## config.mk

```make
export PLATFORM = sky130hd
export DESIGN_NAME = uart_rx_fifo
export DESIGN_NICKNAME = d
export VERILOG_FILES = /design/src/rtl/uart_rx_fifo.sv
export SDC_FILE = /design/constraint.sdc
export NUM_CORES = 1
export LEC_CHECK = 0
export BUFFER_PORTS_ARGS = -buffer_cell sky130_fd_sc_hd__buf_2
export CORE_UTILIZATION = 55
export CTS_CLUSTER_DIAMETER = 150
export CTS_CLUSTER_SIZE = 30
export DETAILED_ROUTE_END_ITERATION = 12
export GPL_TIMING_DRIVEN = 1
export HOLD_SLACK_MARGIN = 0.05
export PLACE_DENSITY = 0.81
export SLEW_MARGIN = 30
export SYNTH_ARGS = -nofsm -noshare
export SYNTH_HDL_FRONTEND = slang
export SYNTH_SLANG_ARGS = --single-unit
```

## constraint.sdc

```tcl
create_clock -name i_clk -period 2.8 [get_ports i_clk]
set_input_delay 0.28 -clock i_clk [delete_from_list [all_inputs] [get_ports i_clk]]
set_output_delay 0.28 -clock i_clk [all_outputs]
set_load 0.01 [all_outputs]
```

## src/rtl/uart_rx_fifo.sv

```systemverilog
// uart_rx_fifo: UART receiver with a first-word-fall-through byte FIFO. The
// default frame is 8N1; defining UART_RX_PARITY_EN makes it 8E1 and adds o_parity_err.
module uart_rx_fifo #(
    parameter int CLKS_PER_BIT = 217,
    parameter int FIFO_DEPTH   = 8
) (
    input  logic                         i_clk,
    input  logic                         i_rst_n,
    input  logic                         i_rx,
    output logic [7:0]                   o_data,
    output logic                         o_valid,
    input  logic                         i_ready,
    output logic [$clog2(FIFO_DEPTH):0]  o_count,
    output logic                         o_frame_err,
`ifdef UART_RX_PARITY_EN
    output logic                         o_parity_err,
`endif
    output logic                         o_overrun
);
    localparam int CW = $clog2(CLKS_PER_BIT);
    localparam int AW = $clog2(FIFO_DEPTH);
    localparam logic [CW-1:0] HALF_BIT = CW'(CLKS_PER_BIT / 2 - 1);
    localparam logic [CW-1:0] FULL_BIT = CW'(CLKS_PER_BIT - 1);
`ifdef UART_RX_PARITY_EN
    typedef enum logic [2:0] {IDLE, START, DATA, STOP, BRK, PARITY} state_t;
    localparam state_t AFTER_DATA = PARITY;
`else
    typedef enum logic [2:0] {IDLE, START, DATA, STOP, BRK} state_t;
    localparam state_t AFTER_DATA = STOP;
`endif

    state_t state, next;
    logic [1:0] rst_q;
    logic rst_s, rx_m, rx_s, rx_d;
    logic [CW-1:0] cnt;
    logic [2:0] idx;
    logic [7:0] shreg;
    logic tick, fall, load_half, load_bit, shift, stop_smp, perr, push_q, pop, wr, full;
    logic [7:0] mem [FIFO_DEPTH];
    logic [AW-1:0] wp, rp;

    // Reset asserts asynchronously but releases on a clock edge
    always_ff @(posedge i_clk or negedge i_rst_n)
        if (!i_rst_n) rst_q <= 2'b00;
        else          rst_q <= {rst_q[0], 1'b1};
    assign rst_s = rst_q[1];

    // Two-flop synchroniser; it runs on the raw reset so it already tracks the
    // line when the FSM is released, letting a line held low stay ignored
    always_ff @(posedge i_clk or negedge i_rst_n)
        if (!i_rst_n) {rx_s, rx_m} <= 2'b11;
        else          {rx_s, rx_m} <= {rx_m, i_rx};

    assign tick = cnt == '0;
    assign fall = rx_d & ~rx_s;

    // FSM state register
    always_ff @(posedge i_clk or negedge rst_s)
        if (!rst_s) state <= IDLE;
        else        state <= next;

    // FSM next-state logic
    always_comb begin
        next = state;
        case (state)
            IDLE:    if (fall) next = START;
            START:   if (tick) next = rx_s ? IDLE : DATA;
            DATA:    if (tick && idx == 3'd7) next = AFTER_DATA;
`ifdef UART_RX_PARITY_EN
            PARITY:  if (tick) next = STOP;
`endif
            STOP:    if (tick) next = rx_s ? IDLE : BRK;
            BRK:     if (rx_s) next = IDLE;
            default: next = IDLE;
        endcase
    end

    // FSM outputs: counter loads, data shift and stop-bit sample strobes
    always_comb begin
        load_half = state == IDLE && fall;
        load_bit  = tick && ((state == START && !rx_s) || state == DATA || state == AFTER_DATA);
        shift     = tick && state == DATA;
        stop_smp  = tick && state == STOP;
    end

    // Bit timing counter, bit index and shift register; the edge detector
    // history starts low so no edge is seen on the first cycle after reset
    always_ff @(posedge i_clk or negedge rst_s)
        if (!rst_s) begin
            rx_d  <= 1'b0;
            cnt   <= '0;
            idx   <= '0;
            shreg <= '0;
        end else begin
            rx_d  <= rx_s;
            cnt   <= load_half ? HALF_BIT : load_bit ? FULL_BIT : tick ? cnt : cnt - 1'b1;
            idx   <= state == DATA ? idx + 3'(shift) : 3'd0;
            if (shift) shreg <= {rx_s, shreg[7:1]};
        end

`ifdef UART_RX_PARITY_EN
    logic par_bit;
    // Capture the parity bit; even parity means the nine bits XOR to zero
    always_ff @(posedge i_clk or negedge rst_s)
        if (!rst_s)                       par_bit <= 1'b0;
        else if (tick && state == PARITY) par_bit <= rx_s;
    assign perr = ^{shreg, par_bit};
`else
    assign perr = 1'b0;
`endif

    // Stop-bit verdict: request a push or raise the error pulses
    always_ff @(posedge i_clk or negedge rst_s)
        if (!rst_s) begin
            push_q      <= 1'b0;
            o_frame_err <= 1'b0;
`ifdef UART_RX_PARITY_EN
            o_parity_err <= 1'b0;
`endif
        end else begin
            push_q      <= stop_smp & rx_s & ~perr;
            o_frame_err <= stop_smp & ~rx_s;
`ifdef UART_RX_PARITY_EN
            o_parity_err <= stop_smp & perr;
`endif
        end

    assign o_valid = o_count != '0;
    assign full    = o_count == (AW + 1)'(FIFO_DEPTH);
    assign pop     = o_valid & i_ready;
    assign wr      = push_q & (~full | pop);
    assign o_data  = mem[rp];

    // FIFO storage, pointers and occupancy; a push into a full FIFO with no pop is dropped
    always_ff @(posedge i_clk or negedge rst_s)
        if (!rst_s) begin
            mem       <= '{default: '0};
            wp        <= '0;
            rp        <= '0;
            o_count   <= '0;
            o_overrun <= 1'b0;
        end else begin
            if (wr) mem[wp] <= shreg;
            wp        <= wp + AW'(wr);
            rp        <= rp + AW'(pop);
            o_count   <= o_count + (AW + 1)'(wr) - (AW + 1)'(pop);
            o_overrun <= push_q & full & ~pop;
        end
endmodule

```

Yosys cells after proc, flatten, opt, wreduce, memory -nomap -nowiden
Cells that the tools add are included.
{"block": "word_totals", "ff_bits": 104, "in_bits": 4, "out_inout_bits": 15, "word_cells": 88}
{"block": "classes", "add_sub_neg": 6, "n_lt_le_gt_ge": 3, "n_eq_ne": 12, "mux": 18, "bitwise_logic": 13, "n_reduce_logical": 14}
{"cell": "64-bit bitwise mux", "count": 1}
{"cell": "8-bit 2-to-1 mux", "count": 6}
{"cell": "8-bit binary-select mux with 3-bit select", "count": 1}
{"cell": "8-bit demux with 3-bit select", "count": 1}
{"cell": "3-bit 2-to-1 mux", "count": 7}
{"cell": "3-bit one-hot mux with 5 select lines", "count": 1}
{"cell": "2-bit != test (second input constant)", "count": 5}
{"cell": "3-bit by 1-bit adder with 3-bit output", "count": 3}
{"cell": "4-bit greater-or-equal comparator (second input constant)", "count": 2}
{"cell": "8-bit zero test", "count": 1}
{"cell": "3-bit inverter with 4-bit output", "count": 2}
{"cell": "8-bit by 1-bit subtractor with 8-bit output (second input constant)", "count": 1}
{"cell": "1-bit AND", "count": 7}
{"cell": "1-bit logical AND", "count": 7}
{"cell": "3-bit by 2-bit == test with 1-bit output (second input constant)", "count": 2}
{"cell": "3-bit == test (second input constant)", "count": 2}
{"cell": "5-bit AND reduction", "count": 1}
{"cell": "4-bit by 1-bit adder with 4-bit output", "count": 1}
{"cell": "4-bit == test (second input constant)", "count": 1}
{"cell": "4-bit by 1-bit < comparator with 1-bit output (second input constant)", "count": 1}
{"cell": "4-bit nonzero test", "count": 1}
{"cell": "4-bit by 1-bit subtractor with 4-bit output", "count": 1}
{"cell": "3-bit by 1-bit == test with 1-bit output (second input constant)", "count": 1}
{"cell": "3-bit zero test", "count": 1}
{"cell": "6 further kinds", "count": 9}

Depth between registers and ports, before layout
{"block": "logic_depth", "word_depth": 7, "ltp_mapped": 12, "depth_no_buf": 11}

Least setup slack after synthesis
No wires, ideal clock.
{"block": "synth_timing", "kind": "reg-to-reg", "from": "reg o_count[2]", "to": "reg o_count[2]", "t_arrival_ns": 2.270, "path_slack_ns": 0.408, "path_stages_with_launch": 12, "path_buffers": 1, "synth_period_minus_slack_ns": 2.392, "cell_sequence": "dfrtp_1 inv_1 ha_1 nand2b_1 and3_1 buf_6 nand2b_1 ha_1 inv_1 ha_1 fa_1 xor2_1"}
{"block": "synth_via", "elab_chain_cells": 6}
{"item": "start, declared", "line_no": "13", "text": "output logic [$clog2(FIFO_DEPTH):0] o_count,"}
{"item": "start signal, assigned", "line_no": "146", "text": "o_count <= o_count + (AW + 1)'(wr) - (AW + 1)'(pop);"}
{"item": "4-bit nonzero test or 4-bit == test (tied branches)", "line_no": "128, 129"}
{"item": "1-bit AND or 1-bit inverter (tied branches)", "line_no": "130, 131"}
{"item": "1-bit bitwise OR", "line_no": "131", "text": "assign wr = push_q & (~full | pop);"}
{"item": "1-bit AND", "line_no": "131"}
{"item": "4-bit by 1-bit adder with 4-bit output", "line_no": "146"}
{"item": "4-bit by 1-bit subtractor with 4-bit output *", "line_no": "146"}
Mark *: on every way between the ends. The rest lies on a longest branch, timed or not.
A chain may end at the register's enable or synchronous reset.

Final worst setup path
{"block": "layout_timing", "from": "reg o_count[2]", "to": "reg mem[61] in the netlist's numbering"}
{"block": "layout_via", "elab_chain_cells": 4}
{"item": "4-bit nonzero test or 4-bit == test (tied branches)", "line_no": "128, 129"}
{"item": "1-bit AND or 1-bit inverter (tied branches)", "line_no": "130, 131"}
{"item": "1-bit bitwise OR *", "line_no": "131"}
{"item": "1-bit AND *", "line_no": "131"}
{"item": "end signal, assigned by index", "line_no": "143", "text": "if (wr) mem[wp] <= shreg;"}
{"item": "end, declared", "line_no": "39", "text": "logic [7:0] mem [FIFO_DEPTH];"}
Marks and branches as above.

==> out/metrics.yaml <==
status:
  outcome: "finished clean"
floorplan:
  initial_core_util_pct: 57.3
  dieHeight_um: 95.0
  dieWidth_um: 95.0
  top_level_ports: 19
  dieArea_um2: 9020
  row_count: 33
  core_um2: 8300
final_layout:
  n_antenna_cell: 0
  fin_cells: 460
  final_net_count: 368
  syn_to_final_growth_pct: 8.76
  final_common_cell: "dfrtp_1"
  final_cell_mix: "101 x dfrtp_1, 79 x mux2_2, 18 x buf_2"
  fill_cells: 619
  fin_area_um2: 5170
  layout.area.seq_um2: 2610
  drive_gt1_share_pct: 41.1
  multi_input_area_um2: 2060
clock_network:
  cts_tree: "done"
  clock_latency_ns: 0.37
  htree_levels: 3
  clock_sinks: 104
  ctsLongestPathBuffers: 2
  cts_hold_buffers: 2
  cts_setup_buffers: 0
  post_cts_resized: 0
  cts_buffers: 9
  clk_pin_slew_ns: 0.09
  cts_root_buffer: "clkbuf_8"
timing:
  fmax_ghz: 0.430
  tightest_slew_ns: 0.739
  min_period_over_period_pct: 83.0
  rsz0062_at_grt: "false"
  finalMaxSlewViolations: 0
  timing.slew.headroom_pct: 50.4
  setup_tns_ns: 0
  hold_violations: 0
  worst_slack_ns: 0.475
  min_period_ns: 2.32
  fin_skew_ns: 0.0157
  setup_viol: 0
setup_path:
  r2r_slack_ns: 0.48
  critical_path.cell_chain: "inv_1 > ha_1 > nand2b_1 > and3_1 > buf_4 > nor4_4 > mux2_2"
  end_kind: "flop"
  rr_worst_depth: 7
  slowest_delay_ns: 0.64
  crit_type: "reg2reg"
  cp-start-kind: "flop"
  crit_fanout: 9
  crit_path_top_delay_cell: "nor4_4"
  timing.rr.end: "mem[61]$_DFFE_PN0P_"
  critical_path_required_ns: 3.05
  r2r-start: "o_count[2]$_DFF_PN0_"
  cp.arrival_ns: 2.58
power_and_ir_drop:
  ir_drop_mv: 0.439
  power-per-cell-area_nw_per_um2: 641
  leakagePower_nw: 2.53
synthesis:
  postSynthNetCount: 341
  postSynthCellCount: 323
  postSynthAreaPerCell_um2: 14.7
  ys_seq_area_share_pct: 54.8
  synth_cell_types: 42
  ys_seq_elements: 104
  syn_area_um2: 4750
  ys.warnings.count: 0
global_routing:
  overflow: 0
  grt_usage_pct: 21.2
  grt_pass1_wl_um: 13900
  grt_pass1_vias: 2827
  grt_max_degree: 49
  antenna_found_initial: 0
routing:
  drc_errors: 0
  drt_first_pass_iters: 4
  vias_per_cell: 5.80
  wl_um: 8460
  drt_first_iter_violations: 120
  ant_nets: 0
  routedWlPerCell_um: 18.4
  via_count: 2667
hold_path:
  hold_class: "in2async"
placed_design:
  gp_congestion: 0.814
  dpl.cell_count: 442
  dpl.hpwl_um: 5670
  placement.io_buffers: 18
  pre_cts_slack_ns: 0.469
  placed_area_um2: 4980
flow_run:
  drv_cap: 0
[state kept, by name, summed over array words and instances (netlist names)]
register and cells:
rx_m 1, rx_d 1, o_count 4, cnt 8, idx 3, state 3, o_frame_err 1, shreg 8
rst_q 2, rx_s 1, push_q 1, rp 3, wp 3, mem 64, o_overrun 1
[stage by stage]
stage	utilization (%)	total power, mW	hold WS, ns
after CTS	62.3	3.37	0.216
after detailed placement	60.0	2.53	0.0897
after global placement	60.0	2.49	0.0836
after floorplan	-	2.32	-0.0156
after global routing	62.3	3.53	0.219
final	62.3	3.31	0.233
[cell usage after synthesis, drive strengths merged]
library cell	n	area share [%]
dfrtp	102	54
nand2	8	0.63
fa	1	0.42
o311ai	1	0.18
mux2i	1	0.21
xnor2	1	0.18
nor4	3	1.2
conb	1	0.079
and3	4	0.53
clkbuf	6	0.50
and2	4	0.53
nor3b	1	0.16
nor2b	1	0.13
a21oi	3	0.32
nand2b	6	0.79
mux4	16	7.6
nor3	10	2.5
o31ai	1	0.16
a21o	2	0.32
xor2	5	0.92
o211a	1	0.21
o21ai	5	0.53
a211o	1	0.18
o31a	1	0.18
or4	2	0.32
or3	1	0.13
a31oi	3	0.39
mux2	80	19
dfstp	2	1.1
nand3	6	0.89
buf	4	0.53
o21a	1	0.16
inv	12	0.95
ha	13	3.4
nor2	14	1.1
[where the power goes]
| group | total (mW) | internal [mW] | switching [mW] | leakage (nW) |
|---|---|---|---|---|
| clock | 0.830 | 0.350 | 0.480 | 0.0866 |
| combinational | 0.712 | 0.326 | 0.386 | 1.04 |
| sequential | 1.77 | 1.62 | 0.154 | 1.40 |
[critical path, delay by kind of cell (launching register included)]
family | cells | cell delay (ns)
simple gates | 3 | 0.96
mux | 1 | 0.41
flops | 1 | 0.35
buf+inv | 2 | 0.28
fa+ha+maj | 1 | 0.21
[cells by family after synthesis]
logic type,share of synthesized area [%]
compound gates,2.63
xor+xnor,1.11
fa+ha+maj,3.84
buf+inv,1.97
flops,54.8
mux,26.7
other cells,0.0789
simple gates,8.84
[layout make-up]
class	count	share of cell area [%]
clock buffers	12	2.81
flip-flops and latches	104	50.4
well taps	105	2.54
multi-input cells	197	39.8
clock inverters	4	0.581
inverters	12	0.871
repair buffers	26	3.00
[how the worst max path moves through the flow]
stage	startpoint	end	slack, ns	depth (start not counted)
6_report	o_count[2]$_DFF_PN0_	mem[61]$_DFFE_PN0P_	0.48	7
5_1_grt	cnt[0]$_DFFE_PN0P_	idx[1]$_DFF_PN0_	0.30	9
3_5_place_dp	o_count[2]$_DFF_PN0_	mem[61]$_DFFE_PN0P_	0.47	7
3_3_place_gp	o_count[2]$_DFF_PN0_	mem[40]$_DFFE_PN0P_	0.54	7
4_1_cts	rp[0]$_DFF_PN0_	o_data[2]	0.45	4
2_1_floorplan	o_count[2]$_DFF_PN0_	o_count[2]$_DFF_PN0_	0.41	11
[layer usage]
layer | track usage (%) | part of all wire [%] | vias up
met3 | 4.83 | 2.7 | 21
met5 | 0 | 0 | -
met1 | 27.7 | 45 | 1372
met2 | 33.8 | 49 | 51
li1 | - | - | 1223
met4 | 9.47 | 3.3 | 0
Power figures use the tool's default switching activity.
